File: config.mk
export PLATFORM = sky130hd
export DESIGN_NAME = pri_arbiter
export DESIGN_NICKNAME = d
export VERILOG_FILES = /design/src/rtl/pri_arbiter.sv
export SDC_FILE = /design/constraint.sdc
export NUM_CORES = 1
export LEC_CHECK = 0
export BUFFER_PORTS_ARGS = -buffer_cell sky130_fd_sc_hd__buf_2
export CAP_MARGIN = 20
export CORE_UTILIZATION = 55
export DETAILED_ROUTE_END_ITERATION = 10
export GPL_ROUTABILITY_DRIVEN = 1
export GPL_TIMING_DRIVEN = 0
export PLACE_DENSITY = 0.85
export SLEW_MARGIN = 15
export SYNTH_ARGS = -nofsm -noshare
export SYNTH_HDL_FRONTEND = slang
export SYNTH_SLANG_ARGS = --single-unit
File: constraint.sdc
create_clock -name clk -period 5.45 [get_ports clk]
set_input_delay 1.635 -clock clk [delete_from_list [all_inputs] [get_ports clk]]
set_output_delay 1.635 -clock clk [all_outputs]
set_load 0.02 [all_outputs]
File: src/rtl/pri_arbiter.sv
// -----------------------------------------------------------------------------
// pri_arbiter
//   Registered priority encoder / arbiter with a valid/ready result port.
//   Picks one bit from the effective request vector (din & din_v) in one of
//   three runtime modes: LSB-first, MSB-first or round-robin. It also returns
//   the one-hot grant and the popcount of the request vector. The result
//   appears one cycle after it is loaded. A result that is valid but not yet
//   accepted is held stable under backpressure.
//
// Parameters
//   DWIDTH       number of request bits (>= 1)
//   IWIDTH       index width, derived
//   CWIDTH       count width, derived
//
// Ports
//   clk          clock
//   rst          synchronous reset, active-high
//   din          request bits
//   din_v        per-bit valid mask; effective request = din & din_v
//   enable       permits a new result to be loaded
//   mode         0 LSB-first, 1 MSB-first, 2 round-robin, 3 behaves as 0
//   dout         granted bit index
//   dout_onehot  one-hot grant, all zero when there is no request
//   dout_cnt     popcount of the effective request at load time
//   dout_v       result valid (at least one request bit was set)
//   dout_rdy     consumer accepts the result when dout_v && dout_rdy
// -----------------------------------------------------------------------------
module pri_arbiter #(
    parameter  int DWIDTH = 8,
    localparam int IWIDTH = (DWIDTH > 1) ? $clog2(DWIDTH) : 1,
    localparam int CWIDTH = $clog2(DWIDTH + 1)
) (
    input  logic              clk,
    input  logic              rst,
    input  logic [DWIDTH-1:0] din,
    input  logic [DWIDTH-1:0] din_v,
    input  logic              enable,
    input  logic [1:0]        mode,
    output logic [IWIDTH-1:0] dout,
    output logic [DWIDTH-1:0] dout_onehot,
    output logic [CWIDTH-1:0] dout_cnt,
    output logic              dout_v,
    input  logic              dout_rdy
);

    localparam logic [1:0] MODE_LSB = 2'd0;
    localparam logic [1:0] MODE_MSB = 2'd1;
    localparam logic [1:0] MODE_RR  = 2'd2;

    // ------------------------------------------------------------------
    // Helper functions
    // ------------------------------------------------------------------

    // Lowest set index; scanning downward lets the lowest hit win.
    function automatic logic [IWIDTH-1:0] sel_lsb(input logic [DWIDTH-1:0] r);
        logic [IWIDTH-1:0] idx;
        idx = {IWIDTH{1'b0}};
        for (int i = DWIDTH - 1; i >= 0; i--) begin
            if (r[i]) begin
                idx = IWIDTH'(i);
            end else begin
                idx = idx;
            end
        end
        return idx;
    endfunction

    // Highest set index; scanning upward lets the highest hit win.
    function automatic logic [IWIDTH-1:0] sel_msb(input logic [DWIDTH-1:0] r);
        logic [IWIDTH-1:0] idx;
        idx = {IWIDTH{1'b0}};
        for (int i = 0; i < DWIDTH; i++) begin
            if (r[i]) begin
                idx = IWIDTH'(i);
            end else begin
                idx = idx;
            end
        end
        return idx;
    endfunction

    // First set index at or above start, wrapping DWIDTH-1 -> 0.
    // The position is reduced by subtraction, so DWIDTH need not be a
    // power of two.
    function automatic logic [IWIDTH-1:0] sel_rr(input logic [DWIDTH-1:0] r,
                                                 input logic [IWIDTH-1:0] start);
        logic [IWIDTH-1:0] idx;
        logic              found;
        int                pos;
        idx   = {IWIDTH{1'b0}};
        found = 1'b0;
        for (int off = 0; off < DWIDTH; off++) begin
            pos = int'(start) + off;
            if (pos >= DWIDTH) begin
                pos = pos - DWIDTH;
            end else begin
                pos = pos;
            end
            if (!found && r[pos]) begin
                idx   = IWIDTH'(pos);
                found = 1'b1;
            end else begin
                found = found;
            end
        end
        return idx;
    endfunction

    // Index + 1, modulo DWIDTH.
    function automatic logic [IWIDTH-1:0] wrap_inc(input logic [IWIDTH-1:0] idx);
        logic [IWIDTH-1:0] nxt;
        if (int'(idx) >= DWIDTH - 1) begin
            nxt = {IWIDTH{1'b0}};
        end else begin
            nxt = idx + IWIDTH'(1);
        end
        return nxt;
    endfunction

    // Number of set bits. DWIDTH always fits in CWIDTH, so no overflow.
    function automatic logic [CWIDTH-1:0] popcount(input logic [DWIDTH-1:0] r);
        logic [CWIDTH-1:0] cnt;
        cnt = {CWIDTH{1'b0}};
        for (int i = 0; i < DWIDTH; i++) begin
            cnt = cnt + CWIDTH'(r[i]);
        end
        return cnt;
    endfunction

    // One-hot decode of an index.
    function automatic logic [DWIDTH-1:0] to_onehot(input logic [IWIDTH-1:0] idx);
        logic [DWIDTH-1:0] oh;
        oh = {DWIDTH{1'b0}};
        for (int i = 0; i < DWIDTH; i++) begin
            if (int'(idx) == i) begin
                oh[i] = 1'b1;
            end else begin
                oh[i] = 1'b0;
            end
        end
        return oh;
    endfunction

    // ------------------------------------------------------------------
    // State
    // ------------------------------------------------------------------
    logic [IWIDTH-1:0] dout_r;
    logic [DWIDTH-1:0] onehot_r;
    logic [CWIDTH-1:0] cnt_r;
    logic              valid_r;
    logic [IWIDTH-1:0] ptr_r;
    logic [1:0]        mode_q_r;

    // ------------------------------------------------------------------
    // Combinational control and selection
    // ------------------------------------------------------------------
    logic [DWIDTH-1:0] req_s;
    logic              req_any_s;
    logic              accept_s;
    logic              load_s;
    logic              rr_adv_s;
    logic [IWIDTH-1:0] next_ptr_s;
    logic [IWIDTH-1:0] rr_start_s;
    logic [IWIDTH-1:0] sel_idx_s;

    assign req_s      = din & din_v;
    assign req_any_s  = |req_s;
    assign accept_s   = valid_r && dout_rdy;
    assign load_s     = enable && (!valid_r || dout_rdy);
    // Pointer advances only when a round-robin result is consumed; the
    // held result carries the mode it was produced under.
    assign rr_adv_s   = accept_s && (mode_q_r == MODE_RR);
    assign next_ptr_s = wrap_inc(dout_r);

    // Round-robin start: bypass the pointer register on the accepting
    // cycle so that back-to-back accepts rotate without repeating a grant.
    always_comb begin
        rr_start_s = ptr_r;
        if (rr_adv_s) begin
            rr_start_s = next_ptr_s;
        end else begin
            rr_start_s = ptr_r;
        end
    end

    // Grant index for the current request in the currently requested mode.
    always_comb begin
        sel_idx_s = {IWIDTH{1'b0}};
        case (mode)
            MODE_LSB: sel_idx_s = sel_lsb(req_s);
            MODE_MSB: sel_idx_s = sel_msb(req_s);
            MODE_RR:  sel_idx_s = sel_rr(req_s, rr_start_s);
            default:  sel_idx_s = sel_lsb(req_s);
        endcase
    end

    // ------------------------------------------------------------------
    // Registers
    // ------------------------------------------------------------------

    // Result register: load a fresh result, drop valid on a bare accept,
    // otherwise hold.
    always_ff @(posedge clk) begin
        if (rst) begin
            dout_r   <= {IWIDTH{1'b0}};
            onehot_r <= {DWIDTH{1'b0}};
            cnt_r    <= {CWIDTH{1'b0}};
            valid_r  <= 1'b0;
            mode_q_r <= MODE_LSB;
        end else if (load_s) begin
            mode_q_r <= mode;
            if (req_any_s) begin
                dout_r   <= sel_idx_s;
                onehot_r <= to_onehot(sel_idx_s);
                cnt_r    <= popcount(req_s);
                valid_r  <= 1'b1;
            end else begin
                dout_r   <= {IWIDTH{1'b0}};
                onehot_r <= {DWIDTH{1'b0}};
                cnt_r    <= {CWIDTH{1'b0}};
                valid_r  <= 1'b0;
            end
        end else if (accept_s) begin
            valid_r <= 1'b0;
        end else begin
            valid_r <= valid_r;
        end
    end

    // Round-robin pointer: moves past the granted index on each
    // round-robin accept.
    always_ff @(posedge clk) begin
        if (rst) begin
            ptr_r <= {IWIDTH{1'b0}};
        end else if (rr_adv_s) begin
            ptr_r <= next_ptr_s;
        end else begin
            ptr_r <= ptr_r;
        end
    end

    assign dout        = dout_r;
    assign dout_onehot = onehot_r;
    assign dout_cnt    = cnt_r;
    assign dout_v      = valid_r;

endmodule

==> qor.csv <==
stage;metric;value;unit
outcome;outcome;completed;
setup_path;crit_top_cell;buf_6;
pwr;leakagePower;1.22;nW
yosys;ys.warnings.count;0;
yosys;syn_avg_cell_area;8.17;um^2
pwr;power.density;161;mW/mm^2
timing;worstMarginPinSlew;0.738;ns
detailed_routing;ant_nets;0;
final_layout;nNetsFinal;393;
setup_path;critPathLaunchType;primary input;
clock_tree;clock_sinks;21;
timing;final_hold_viol_count;0;
clock_tree;htreeDepth;1;
final_layout;fill_cells;372;
floorplan;coreArea;0.00441;mm^2
setup_path;crit_path_start;dout_rdy;
final_layout;n_antenna_cell;0;
yosys;syn_area;0.00256;mm^2
clock_tree;cts_buffer_depth;2;
yosys;synthArstFlopShare;0;%
yosys;ys_seq_area_share;16.4;%
clock_tree;clock_latency;0.27;ns
setup_path;crit_type;in -> reg;
timing;whs;0.456;ns
timing;fin_crit_sh;96.8;%
setup_path;reg2reg_from;dout[0];
timing;drv_slew;0;
yosys;synth_ff_type;dfxtp_1;
worst_hold_path;hold_start;dout_onehot[0];
clock_tree;cts_tree;yes;
final_layout;synthToLayoutAreaGrowth;14.1;%
yosys;synth_edf_count;0;
timing;setup_violations;0;
placement;place.gp.congestion;0.929;
detailed_routing;wl_per_cell;17.5;um
yosys;syn-num-nets;350;
detailed_routing;routed_via_density;6.76;
grt;grt_start_max_net_pins;12;
timing;period_needed;5.28;ns
clock_tree;path_clk_slew;0.07;ns
placement;pre_cts_ws;-0.267;ns
setup_path;crit_fanout;10;
setup_path;crit_chain;buf_2 > and4b_1 > buf_6 > buf_6 > buf_8 > nand3_1 > nand2_2 > buf_6 > ha_2 > inv_1 > and4_4 > or3_1 > buf_6 > mux2i_4 > nand4_4 > nand4b_1 > o41ai_4 > buf_4 > o32ai_4 > a32o_1;
floorplan;die_x;70.3;um
grt;grt_usage;29.1;%
timing;fmaxAchievable;190;MHz
clock_tree;ctsHoldBuffers;0;
final_layout;utilization;66.3;%
grt;first_global_vias;2510;
pwr;ir_drop;0.000201;V
worst_hold_path;hold_class;reg -> reg;
timing;fin_worst_skew;0.00312;ns
placement;portBuffers;37;
setup_path;crit_slowest_cell;o41ai_4;
detailed_routing;vias;2758;
final_layout;drive_gt1_share;23.0;%
floorplan;placementRows;24;
detailed_routing;first_iter_violations;279;
floorplan;fp.dieH;70.3;um
clock_tree;cts_root_buffer;clkbuf_8;
final_layout;finalInstanceArea;0.00293;mm^2
detailed_routing;firstDrtPassIters;7;
timing;timing.final.ws_setup;0.173;ns
floorplan;die_area;0.00494;mm^2
yosys;synthCells;314;
yosys;synth_cell_types;73;
detailed_routing;drt_wl_total;7150;um
detailed_routing;drc;0;
grt;grt-ovfl-total;0;
floorplan;pin_count;38;
grt;antenna_found_initial;0;
placement;placedInstanceArea;0.00282;mm^2
grt;grt_pass1_wl;11700;um
setup_path;required;5.61;ns
setup_path;cp.arrival;5.44;ns
run;max_cap_violations;0;
floorplan;initial_core_util;58.1;%
setup_path;critPathMaxStageDelay;0.47;ns
timing;slew_headroom;50.3;%
placement;dpl.hpwl;5480;um
clock_tree;cts_buffers;3;
setup_path;crit_path_end_kind;register;
yosys;synth_seq_cells;21;
-- logic make-up (layout without fill, tap and decap cells) --
| kind of cell | Yosys count | after routing | synth area share, % |
|---|---|---|---|
| adder cells (fa/ha/maj) | 14 | 14 | 8.00 |
| multiplexers | 28 | 28 | 12.5 |
| AND/OR/NAND/NOR | 119 | 119 | 27.3 |
| buffers and inverters | 27 | 69 | 5.32 |
| XOR/XNOR | 1 | 1 | 0.342 |
| flip-flops | 21 | 21 | 16.4 |
| AO/OA/AOI/OAI | 104 | 104 | 30.2 |
-- cell usage in the layout (no fill, tap or decap), drive strengths merged, types with 6 or more instances in the layout --
master and instances:
and2 6, clkbuf 8, o21ai 13, buf 47
a31oi 6, nand2b 6, nand2 23, nand3b 6
ha 10, dfxtp 21, mux2i 19, mux2 9
o211ai 8, and3 8, nand3 11, nor2 25
a21oi 23, inv 14
-- layer usage --
layer	global-route usage (%)	share of wire, %	vias to the layer above
met1	38.5	44	1302
li1	-	-	1302
met2	49.4	46	133
met3	1.73	6.1	21
met5	0	0	-
met4	10.7	3.1	0
-- report_power, final --
| group | switching (mW) | internal [mW] | total (mW) | leakage [nW] |
|---|---|---|---|---|
| Combinational | 0.117 | 0.0782 | 0.195 | 1.03 |
| Sequential | 0.00765 | 0.163 | 0.170 | 0.171 |
| Clock | 0.0521 | 0.0523 | 0.104 | 0.0228 |
| Total | 0.177 | 0.293 | 0.470 | 1.22 |
-- worst max-delay path: cells and delay by family --
kind,cells,cell delay [ns]
buffers and inverters,8,1.10
muxes,1,0.23
adders and majority gates,1,0.20
AOI/OAI and AO/OA,3,0.80
and+or+nand+nor,7,1.45
-- cell type report --
class / count / area (um^2) / area share (%)
buffer: 12 / 90.1 / 3.08
inverter: 14 / 52.6 / 1.79
clock buffer: 4 / 45.0 / 1.54
sequential: 21 / 420 / 14.4
tap: 52 / 65.1 / 2.22
multi-input combinational: 266 / 2050 / 70.2
timing repair buffer: 39 / 200 / 6.84
-- through the flow --
stage | TNS, ns | power [mW] | cells
2_1_floorplan | 0 | 0.305 | 314
3_3_place_gp | -1.67 | 0.352 | 403
3_5_place_dp | -1.95 | 0.358 | 403
4_1_cts | 0 | 0.460 | 407
5_1_grt | -0.0799 | 0.495 | 408
6_report | 0 | 0.470 | 408
-- sequential cells by signal (all words and copies together), names as in the netlist --
signal       flops
dout             3
ptr_r            3
dout_onehot      8
dout_cnt         4
dout_v           1
mode_q_r         2
-- cells in the mapped netlist, drive strengths merged, types with 3 or more instances --
| library cell | count | share of area (%) |
|---|---|---|
| nand2 | 23 | 3.5 |
| nand2b | 6 | 1.5 |
| o211ai | 8 | 2.3 |
| nor4bb | 5 | 2.0 |
| nor3 | 5 | 1.2 |
| a32o | 3 | 1.2 |
| and3 | 8 | 2.0 |
| o21ai | 13 | 2.5 |
| nand3b | 6 | 1.8 |
| a211oi | 5 | 1.5 |
| inv | 14 | 2.0 |
| dfxtp | 21 | 16 |
| a21oi | 23 | 4.5 |
| a21boi | 4 | 1.2 |
| a31oi | 6 | 2.0 |
| nand4bb | 3 | 1.3 |
| clkbuf | 5 | 0.73 |
| ha | 10 | 4.9 |
| nor2 | 25 | 3.8 |
| nor4 | 3 | 0.73 |
| mux2 | 9 | 4.0 |
| a22oi | 4 | 1.2 |
| o31ai | 4 | 1.2 |
| mux2i | 19 | 8.5 |
| a21o | 3 | 0.88 |
| fa | 4 | 3.1 |
| nand3 | 11 | 2.3 |
| or3 | 5 | 1.2 |
| buf | 8 | 2.5 |
| and2 | 6 | 1.5 |
| a22o | 5 | 1.7 |
-- path summary, 6_finish.rpt --
| check | slack [ns] | depth (start not counted) | end |
|---|---|---|---|
| worst max register to register | 0.97 | 17 | dout_onehot[5] |
| worst max-delay path | 0.17 | 20 | dout_onehot[5] |
| worst min-delay path | 0.46 | 2 | dout_onehot[0] |
| worst min register to register | 0.46 | 2 | dout_onehot[0] |
-- what timing repair did --
action / in CTS / in global routing
endpoints found under the setup margin: 0 / 11
buffers inserted: 0 / 2
resized for setup: 0 / 13
hold endpoints to repair: 0 / 0
Note: power is estimated with default switching activity, not from simulation.
